<file path="config.mk">
export PLATFORM = sky130hd
export DESIGN_NAME = flash_boot_loader
export DESIGN_NICKNAME = d
export VERILOG_FILES = /design/src/rtl/flash_boot_loader_pkg.sv /design/src/rtl/flash_boot_loader_fifo.sv /design/src/rtl/flash_boot_loader.sv
export SDC_FILE = /design/constraint.sdc
export NUM_CORES = 1
export LEC_CHECK = 0
export ABC_AREA = 1
export CAP_MARGIN = 20
export CELL_PAD_IN_SITES_DETAIL_PLACEMENT = 1
export CELL_PAD_IN_SITES_GLOBAL_PLACEMENT = 1
export CORE_UTILIZATION = 38
export CTS_CLUSTER_DIAMETER = 120
export CTS_CLUSTER_SIZE = 25
export DETAILED_ROUTE_END_ITERATION = 12
export MAX_ROUTING_LAYER = met4
export PLACE_DENSITY_LB_ADDON = 0.1
export SYNTH_ARGS = -nofsm -noshare
export SYNTH_HDL_FRONTEND = slang
export SYNTH_SLANG_ARGS = --single-unit
</file>
<file path="constraint.sdc">
create_clock -name clk -period 4.1 [get_ports clk]
set_input_delay 0.82 -clock clk [delete_from_list [all_inputs] [get_ports clk]]
set_output_delay 0.82 -clock clk [all_outputs]
set_load 0.05 [all_outputs]
</file>
<file path="src/rtl/flash_boot_loader_pkg.sv">
// Boot copy address map, segment descriptor type and sequencer state encoding
// shared by the flash-to-SDRAM boot loader.
package flash_boot_loader_pkg;

   localparam logic [23:0] FLASH_ADDR_BIOS      = 24'h10_0000;
   localparam logic [23:0] FLASH_ADDR_MEGAROM   = 24'h20_0000;
   localparam logic [23:0] RAM_ADDR_BIOS_NEXTOR = 24'h70_0000;
   localparam logic [23:0] RAM_ADDR_MEGAROM     = 24'h40_0000;
   localparam logic [23:0] FLASH_SIZE_BIOS      = 24'h02_4000;
   localparam logic [23:0] FLASH_SIZE_MEGAROM   = 24'h10_0000;
   localparam logic        ENABLE_MEGAROM       = 1'b1;
   localparam int          BOOT_SEG_COUNT       = 2;

   typedef struct packed {
      logic [23:0] flash_addr;
      logic [23:0] ram_addr;
      logic [23:0] size;
   } boot_seg_t;

   typedef enum logic [1:0] {
      ST_IDLE = 2'd0,
      ST_SEL  = 2'd1,
      ST_RUN  = 2'd2,
      ST_FIN  = 2'd3
   } boot_state_t;

   // Odd sizes are truncated: the copy engine only moves whole 16-bit words.
   function automatic logic [22:0] seg_words(input boot_seg_t seg);
      return seg.size[23:1];
   endfunction

endpackage

</file>
<file path="src/rtl/flash_boot_loader_fifo.sv">
// Two-entry, 16-bit buffer decoupling flash reads from SDRAM writes;
// asynchronously cleared so no stale word survives a reset.
module boot_copy_fifo (
   input  logic        clk,
   input  logic        rst,
   input  logic        push,
   input  logic [15:0] din,
   input  logic        pop,
   output logic [1:0]  count,
   output logic [15:0] head
);

   logic [15:0] mem_r [2];
   logic        wr_ptr_r;
   logic        rd_ptr_r;
   logic [1:0]  count_r;
   logic        pop_ok_s;
   logic        push_ok_s;

   assign pop_ok_s  = pop & (count_r != 2'd0);
   assign push_ok_s = push & ((count_r != 2'd2) | pop_ok_s);

   // Storage, pointers and occupancy; simultaneous push/pop keeps occupancy.
   always_ff @(posedge clk or posedge rst) begin
      if (rst) begin
         mem_r[0] <= 16'h0000;
         mem_r[1] <= 16'h0000;
         wr_ptr_r <= 1'b0;
         rd_ptr_r <= 1'b0;
         count_r  <= 2'd0;
      end else begin
         if (push_ok_s) begin
            mem_r[wr_ptr_r] <= din;
            wr_ptr_r        <= ~wr_ptr_r;
         end
         if (pop_ok_s) begin
            rd_ptr_r <= ~rd_ptr_r;
         end
         count_r <= count_r + {1'b0, push_ok_s} - {1'b0, pop_ok_s};
      end
   end

   assign count = count_r;
   assign head  = mem_r[rd_ptr_r];

endmodule

</file>
<file path="src/rtl/flash_boot_loader.sv">
// Boot-time sequencer copying the BIOS and MegaROM images from serial flash
// into SDRAM, holding busy until the final word is written.
module flash_boot_loader
   import flash_boot_loader_pkg::*;
#(
   parameter logic [23:0] BIOS_SIZE    = FLASH_SIZE_BIOS,
   parameter logic [23:0] MEGAROM_SIZE = ENABLE_MEGAROM ? FLASH_SIZE_MEGAROM : 24'h00_0000
) (
   input  logic        clk,
   input  logic        rst,
   output logic        flash_req,
   output logic [23:0] flash_addr,
   input  logic        flash_ack,
   input  logic [15:0] flash_data,
   output logic        ram_req,
   output logic [23:0] ram_addr,
   output logic [15:0] ram_wdata,
   input  logic        ram_ack,
   output logic        busy,
   output logic        done
);

   boot_state_t state_r, state_nxt_s;
   boot_seg_t   seg_table_s [BOOT_SEG_COUNT];
   boot_seg_t   sel_seg_s;
   logic [1:0]  seg_idx_r;
   logic        sel_found_s;
   logic        sel_idx_s;
   logic [22:0] rd_cnt_r, wr_cnt_r, rd_cnt_nxt_s, wr_cnt_nxt_s;
   logic [23:0] flash_addr_r, ram_addr_r;
   logic        flash_req_r, busy_r, done_r;
   logic        flash_req_nxt_s, busy_nxt_s, done_nxt_s;
   logic        push_s, pop_s;
   logic [1:0]  fifo_count_s, count_nxt_s;
   logic [15:0] fifo_head_s;

   assign seg_table_s[0] = '{flash_addr: FLASH_ADDR_BIOS, ram_addr: RAM_ADDR_BIOS_NEXTOR, size: BIOS_SIZE};
   assign seg_table_s[1] = '{flash_addr: FLASH_ADDR_MEGAROM, ram_addr: RAM_ADDR_MEGAROM, size: MEGAROM_SIZE};

   boot_copy_fifo u_fifo (
      .clk   (clk),
      .rst   (rst),
      .push  (push_s),
      .din   (flash_data),
      .pop   (pop_s),
      .count (fifo_count_s),
      .head  (fifo_head_s)
   );

   // ACKs only count while the matching request is raised.
   assign push_s       = flash_req_r & flash_ack;
   assign pop_s        = ram_req & ram_ack;
   assign rd_cnt_nxt_s = rd_cnt_r - {22'd0, push_s};
   assign wr_cnt_nxt_s = wr_cnt_r - {22'd0, pop_s};
   assign count_nxt_s  = fifo_count_s + {1'b0, push_s} - {1'b0, pop_s};

   // First remaining non-empty segment at or after the current index.
   always_comb begin
      sel_found_s = 1'b0;
      sel_idx_s   = 1'b0;
      for (int i = BOOT_SEG_COUNT - 1; i >= 0; i--) begin
         sel_found_s = sel_found_s | ((2'(i) >= seg_idx_r) && (seg_words(seg_table_s[i]) != 23'd0));
         sel_idx_s   = ((2'(i) >= seg_idx_r) && (seg_words(seg_table_s[i]) != 23'd0)) ? 1'(i) : sel_idx_s;
      end
      sel_seg_s = seg_table_s[sel_idx_s];
   end

   // State register.
   always_ff @(posedge clk or posedge rst) begin
      if (rst) begin
         state_r <= ST_IDLE;
      end else begin
         state_r <= state_nxt_s;
      end
   end

   // Next-state logic; a segment ends only on its last RAM write.
   always_comb begin
      state_nxt_s = state_r;
      case (state_r)
         ST_IDLE: state_nxt_s = ST_SEL;
         ST_SEL:  state_nxt_s = sel_found_s ? ST_RUN : ST_FIN;
         ST_RUN:  state_nxt_s = (wr_cnt_nxt_s == 23'd0) ? ST_SEL : ST_RUN;
         ST_FIN:  state_nxt_s = ST_FIN;
         default: state_nxt_s = ST_IDLE;
      endcase
   end

   // Output decode; a read is only issued if its word will have a free slot.
   always_comb begin
      flash_req_nxt_s = 1'b0;
      case (state_r)
         ST_SEL:  flash_req_nxt_s = sel_found_s;
         ST_RUN:  flash_req_nxt_s = (rd_cnt_nxt_s != 23'd0) && (count_nxt_s <= 2'd1);
         default: flash_req_nxt_s = 1'b0;
      endcase
      busy_nxt_s = (state_nxt_s == ST_SEL) || (state_nxt_s == ST_RUN);
      done_nxt_s = (state_nxt_s == ST_FIN);
   end

   // Segment load, word counters, address registers and registered outputs.
   always_ff @(posedge clk or posedge rst) begin
      if (rst) begin
         seg_idx_r    <= 2'd0;
         rd_cnt_r     <= 23'd0;
         wr_cnt_r     <= 23'd0;
         flash_addr_r <= 24'h00_0000;
         ram_addr_r   <= 24'h00_0000;
         flash_req_r  <= 1'b0;
         busy_r       <= 1'b0;
         done_r       <= 1'b0;
      end else begin
         flash_req_r <= flash_req_nxt_s;
         busy_r      <= busy_nxt_s;
         done_r      <= done_nxt_s;
         if ((state_r == ST_SEL) && sel_found_s) begin
            seg_idx_r    <= {1'b0, sel_idx_s} + 2'd1;
            rd_cnt_r     <= seg_words(sel_seg_s);
            wr_cnt_r     <= seg_words(sel_seg_s);
            flash_addr_r <= sel_seg_s.flash_addr;
            ram_addr_r   <= sel_seg_s.ram_addr;
         end else begin
            rd_cnt_r     <= rd_cnt_nxt_s;
            wr_cnt_r     <= wr_cnt_nxt_s;
            flash_addr_r <= flash_addr_r + (push_s ? 24'd2 : 24'd0);
            ram_addr_r   <= ram_addr_r + (pop_s ? 24'd2 : 24'd0);
         end
      end
   end

   assign flash_req  = flash_req_r;
   assign flash_addr = flash_addr_r;
   assign ram_req    = (fifo_count_s != 2'd0);
   assign ram_addr   = ram_addr_r;
   assign ram_wdata  = fifo_head_s;
   assign busy       = busy_r;
   assign done       = done_r;

endmodule
</file>
Word level (Yosys, flattened, before mapping):

Index checks and enable logic that the tools add are counted.

* register bits: 137
* bits of input ports: 20
* output and inout port bits: 68
* word-level logic and storage cells: 77

* add/sub/neg operators: 9
* order comparisons: 7
* eq/ne operators: 7
* muxes and demuxes: 21
* bitwise operators: 11
* reductions and logical operators: 8

Operator list (count)
* 72-bit 2-to-1 mux: 2
* 70-bit 2-to-1 mux: 1
* 16-bit 2-to-1 mux: 4
* 24-bit by 2-bit adder with 24-bit output: 2
* 24-bit 2-to-1 mux: 2
* 23-bit 2-to-1 mux: 2
* 23-bit by 1-bit subtractor with 23-bit output: 2
* 32-bit bitwise mux: 1
* 23-bit zero test: 1
* 23-bit nonzero test: 1
* 16-bit demux with 1-bit select: 1
* 2-bit == test, second input constant: 4
* 2-bit case mux with 4 select lines: 1
* 2-bit greater-or-equal comparator, second input constant: 3
* 2-bit 2-to-1 mux: 3
* 1-bit inverter with 2-bit output: 3
* 2-bit by 1-bit adder with 2-bit output: 2
* 1-bit AND: 4
* 2-bit by 1-bit == test with 1-bit output, second input constant: 2
* 1-bit by 2-bit greater-or-equal comparator with 1-bit output, first input constant: 2
* 2-bit by 1-bit subtractor with 2-bit output: 2
* 1-bit logical AND: 3
* 1-bit 2-to-1 mux: 3
* 1-bit by 1-bit adder with 2-bit output, second input constant: 1
* 9 further kinds: 11

Depth between registers and ports, before layout:

* depth after elaboration: 8
* depth in mapped cells: 18
* depth with buffers taken out: 18

Modules after synthesis:

A second synthesis with hierarchy kept.

* cells, all modules: 1007
* area total of the unflattened synthesis: 7518.5 µm²

By module, submodules not included
* flash_boot_loader: instances 1, cells each 789, area each 5748.0 µm², sequential area each 2477.4 µm²
* boot_copy_fifo: instances 1, cells each 218, area each 1770.4 µm², sequential area each 900.9 µm²

Least setup slack after synthesis:

OpenSTA, ideal clock, no wires.

* kind: input -> register
* start: input ram_ack
* end: register busy_r, in the netlist busy
* setup time: 126 ps
* arrival: 2582 ps
* data required time: 3974 ps
* path slack: 1392 ps
* stages on the path: 16
* path buffers: 0
* cells stage by stage: nand2_4 > inv_1 > ha_1 > ha_1 > nand2_2 > nor2_4 > nand2_1 > nand2_1 > nand2_1 > nor2_1 > nand2_1 > nor2_1 > nand3_2 > nand2_1 > a21oi_1 > ha_1

* cells in the longest elaborated chain, start to end: 7
* elaborated cells on any way between the ends: 8
* those cells by class: 1 x add/sub; 2 x eq/ne; 2 x mux; 1 x bitwise; 2 x reduce/logical

Ends and longest elaborated chain
* from (decl): RTL line flash_boot_loader.sv:18 `input logic ram_ack,`
* 1-bit AND *: RTL line flash_boot_loader.sv:52 `assign pop_s = ram_req & ram_ack;`
* 23-bit by 1-bit subtractor with 23-bit output *: RTL line flash_boot_loader.sv:54 `assign wr_cnt_nxt_s = wr_cnt_r - {22'd0, pop_s};`
* 23-bit zero test *: RTL line flash_boot_loader.sv:83 `ST_RUN: state_nxt_s = (wr_cnt_nxt_s == 23'd0) ? ST_SEL : ST_RUN;`
* 2-bit 2-to-1 mux *: RTL line flash_boot_loader.sv:83
* 2-bit case mux with 4 select lines *: RTL line flash_boot_loader.sv:80 `case (state_r)`
* via state_nxt_s[1]: RTL line flash_boot_loader.sv:23 `boot_state_t state_r, state_nxt_s;`
* 2-bit by 1-bit == test with 1-bit output or 2-bit == test (tied branches): RTL line flash_boot_loader.sv:97 `busy_nxt_s = (state_nxt_s == ST_SEL) || (state_nxt_s == ST_RUN);`
* 1-bit logical OR *: RTL line flash_boot_loader.sv:97
* via busy_nxt_s: RTL line flash_boot_loader.sv:32 `logic flash_req_nxt_s, busy_nxt_s, done_nxt_s;`
* to (signal assigned): RTL line flash_boot_loader.sv:114 `busy_r <= busy_nxt_s;`
* to (decl): RTL line flash_boot_loader.sv:31 `logic flash_req_r, busy_r, done_r;`

Mark *: on every way through the listed nets, which the timed path passes. The rest lies on a longest branch.
A chain may end at the register's enable or synchronous reset.

Worst setup path after layout:

* start: register u_fifo.rd_ptr_r
* end: output ram_wdata[0]

* cells in the longest elaborated chain, start to end: 4

Ends and longest elaborated chain
* from (decl): RTL line flash_boot_loader_fifo.sv:15 `logic rd_ptr_r;`
* from (signal assigned): RTL line flash_boot_loader_fifo.sv:37 `rd_ptr_r <= ~rd_ptr_r;`
* 1-bit inverter with 2-bit output (not written as such): RTL line flash_boot_loader_fifo.sv:44 `assign head = mem_r[rd_ptr_r];`
* 16-bit 2-to-1 mux (not written as such) (3 in a row): RTL line flash_boot_loader_fifo.sv:44
* to (decl): RTL line flash_boot_loader.sv:17 `output logic [15:0] ram_wdata,`

No other way between the ends. The select of a mux whose other input is x is not followed.

==> metrics.md <==
| Metric | Value |
|---|---|
| Period minus WS final | `3.45 ns` |
| Largest net degree at the start of global routing | `50` |
| Core area | `18800 um^2` |
| Most frequent cells in the layout | `234 x nand2_1, 149 x nor2_1, 135 x dfrtp_1` |
| R2R Path Start | `u_fifo.count[1]$_DFF_PP0_` |
| Synth cell types | `44` |
| Data arrival, critical path | `~2.6 ns` |
| Commonest non-fill, non-tap cell in the layout | `nand2_1` |
| Status | `completed` |
| Num CTS Buffers | `17` |
| Port Buffer Count | `85` |
| # hold bufs at CTS | `0` |
| Layout Cells excl Fill | `1305` |
| Syn Area/Cell | `7.78 um^2` |
| Crit Path Category | `flop to output port` |
| Total Routing Usage GR | `0.218` |
| Power Density | `~700 nW/um^2` |
| Slowest cell on the critical path | `dfrtp_1` |
| Die height | `141 um` |
| FF-to-FF End | `busy$_DFF_PP0_` |
| Vias in the first global route | `6597` |
| Setup repair bufs after CTS | `0` |
| DRT Pass-1 Iters | `4` |
| H-tree levels | `4` |
| Fmax | `0.290 GHz` |
| R2r worst-path depth | `18` |
| Post-synth EDFFs | `0` |
| R2R Setup Slk | `1.22 ns` |
| Vias | `approximately 6300` |
| Slew Viols, Final | `0` |
| Cell area after layout | `9090 um^2` |
| Synth Register Bits | `approximately 140` |
| CP Launch Type | `flop` |
| Worst path max stage delay | `0.98 ns` |
| Placed wire-length estimate | `~14 mm` |
| GRT overflow | `0` |
| First-iteration detailed-routing DRC count | `around 230` |
| Vias per inst | `between 4 and 5` |
| Yosys warns | `0` |
| CTS tree | `done` |
| Clock slew at reported path FFs | `0.07 ns` |
| Final #Nets | `1070` |
| Die ar. | `19900 um^2` |
| Min-delay src | `u_fifo.mem_r[9]$_DFFE_PP0P_` |
| Clk_lat worst skew | `0.42 ns` |
| Max-slew headroom | `0.355` |
| Maximum root-to-sink buffer count | `2` |
| Critical path buffer and inverter count | `1` |
| CTS sink count | `135` |
| Sequential fraction of the synthesis area | `0.460` |
| Clock root buffer | `clkbuf_16` |
| Initial antenna violation count | `0` |
| # IOs | `88` |
| Cell Area, Synth | `7340 um^2` |
| Placed cell area | `8480 um^2` |
| CP cell instances | `nand2_1 -> o21ai_0 -> clkdlybuf4s50_1` |
| Endpoints failing hold | `0` |
| Final Setup Violations | `0` |
| Layout cells sized above 1 | `0.0833` |
| Synth Flop Type | `dfrtp_1` |
| Filler instances | `2283` |
| Leak Pwr | `4.37 nW` |
| Hold depth | `1` |
| Crit path capture type | `output port` |
| Cells after synthesis | `about 940` |
| Number of max-cap violations | `0` |
| Clock skew | `around 0.011 ns` |
| Antenna viol nets, final | `0` |
| First-pass GRT wire length | `approximately 33 mm` |
| N_diodes | `0` |
| End-of-flow core utilization | `0.483` |
| CP max FO | `33` |
| Area grow syn2layout | `23.9%` |
| Detailed Route WL | `19.7 mm` |
| Worst EP required | `3.28 ns` |
| Worst-Margin Slew | `0.968 ns` |
| Final Wtd Congestion | `~0.8` |
| Die W | `141 um` |
| Asr flop ratio synth | `1.00` |
| Multi-input logic area | `~3400 um^2` |
| RSZ-0062 raised after global routing | `no` |
| Final worst-path cycle share | `0.841` |
| Wire per inst | `15.1 um` |
| Hold/Removal Path Class | `flop to flop` |
| Inst Count DP | `1275` |
| Delay-heaviest family, CP | `flip-flops` |
| Hold EP | `u_fifo.mem_r[9]$_DFFE_PP0P_` |
| FP Rows | `50` |
| Starting Density | `0.390` |
| Setup TNS | `0 ns` |
| DRC | `0` |
| VDD IR max | `~0.55 mV` |
| Post-CTS Resized | `0` |
| Storage element area | `3380 um^2` |
[sequential cells by signal, indices dropped and copies added, names as in the netlist]
name	cells
u_fifo.mem_r	32
flash_addr	23
ram_addr	23
rd_cnt_r	23
wr_cnt_r	23
seg_idx_r	2
state_r	2
u_fifo.count	2
busy	1
done	1
flash_req	1
u_fifo.rd_ptr_r	1
u_fifo.wr_ptr_r	1
[power by group]
part	total, mW	internal, mW	switching [mW]
sequential	2.03	1.71	0.324
combinational	2.55	0.891	1.66
clock	1.60	0.978	0.624
[stage by stage]
stage	setup slack (ns)	total power, mW	hold slack, ns
floorplan	1.39	3.85	0.448
global placement	0.667	4.56	0.469
detailed placement	0.466	4.62	0.495
CTS	0.619	6.27	0.512
global route	0.511	6.58	0.525
finish	0.652	6.19	0.508
[cell type report]
type                    instances  share of cell area
well taps                     260              0.0358
repair buffers                 90               0.100
inverters                     132              0.0552
clock buffers                  18              0.0483
multi-input cells             658               0.370
flip-flops and latches        135               0.372
clock inverters                12              0.0183
[layer usage]
metal,up-vias,track usage,wire length (um)
li1,3154,-,-
met1,3063,0.288,9660
met2,82,0.340,9070
met3,18,0.0391,640
met4,0,0.0698,316
met5,-,-,0
[logic make-up (layout without fill, tap and decap cells)]
group                      after synthesis  in the layout  share of synthesized area
AOI/OAI and AO/OA                      102            102                     0.0762
xor gates and xnor gates                21             21                     0.0251
adders and majority gates               16             16                     0.0273
buffers and inverters                  151            252                     0.0813
DFF                                    135            135                      0.460
muxes                                   16             16                     0.0292
other                                    1              2                   0.000511
and+or+nand+nor                        501            501                      0.300
[worst max-delay path by stage]
stage / from / endpoint / slack (ns) / cells after the start
after floorplan: ram_ack / busy$_DFF_PP0_ / 1.39 / 16
after global placement: ram_ack / busy$_DFF_PP0_ / 0.67 / 17
after detailed placement: ram_ack / busy$_DFF_PP0_ / 0.47 / 17
after CTS: u_fifo.rd_ptr_r$_DFFE_PP0P_ / ram_wdata[0] / 0.62 / 3
after global routing: u_fifo.rd_ptr_r$_DFFE_PP0P_ / ram_wdata[0] / 0.51 / 3
final: u_fifo.rd_ptr_r$_DFFE_PP0P_ / ram_wdata[0] / 0.65 / 3
[synthesized netlist by cell type (2+ instances only)]
master    count  area [um^2]
nand2_1     234          878
nor2_1      149          559
dfrtp_1     135         3380
inv_1       128          480
o21ai_0      47          235
a21oi_1      38          190
nand3_1      38          190
nor3_1       21          105
ha_1         16          200
nand4_1      13         81.3
clkbuf_1     12         45.0
nand3b_1     12         90.1
xor2_1       11         96.3
nor2_2       10         62.6
xnor2_1      10         87.6
mux2_4        9          135
mux2_2        7         78.8
nor4_1        5         31.3
o21ai_1       5         25.0
nor2_4        4         45.0
nor3_2        4         40.0
a211oi_1      3         22.5
buf_2         3         15.0
nand3_2       3         30.0
o21a_1        3         22.5
a31oi_1       2         12.5
buf_4         2         15.0
inv_2         2         7.51
nand2_2       2         12.5
(Power assumes the default switching activity.)
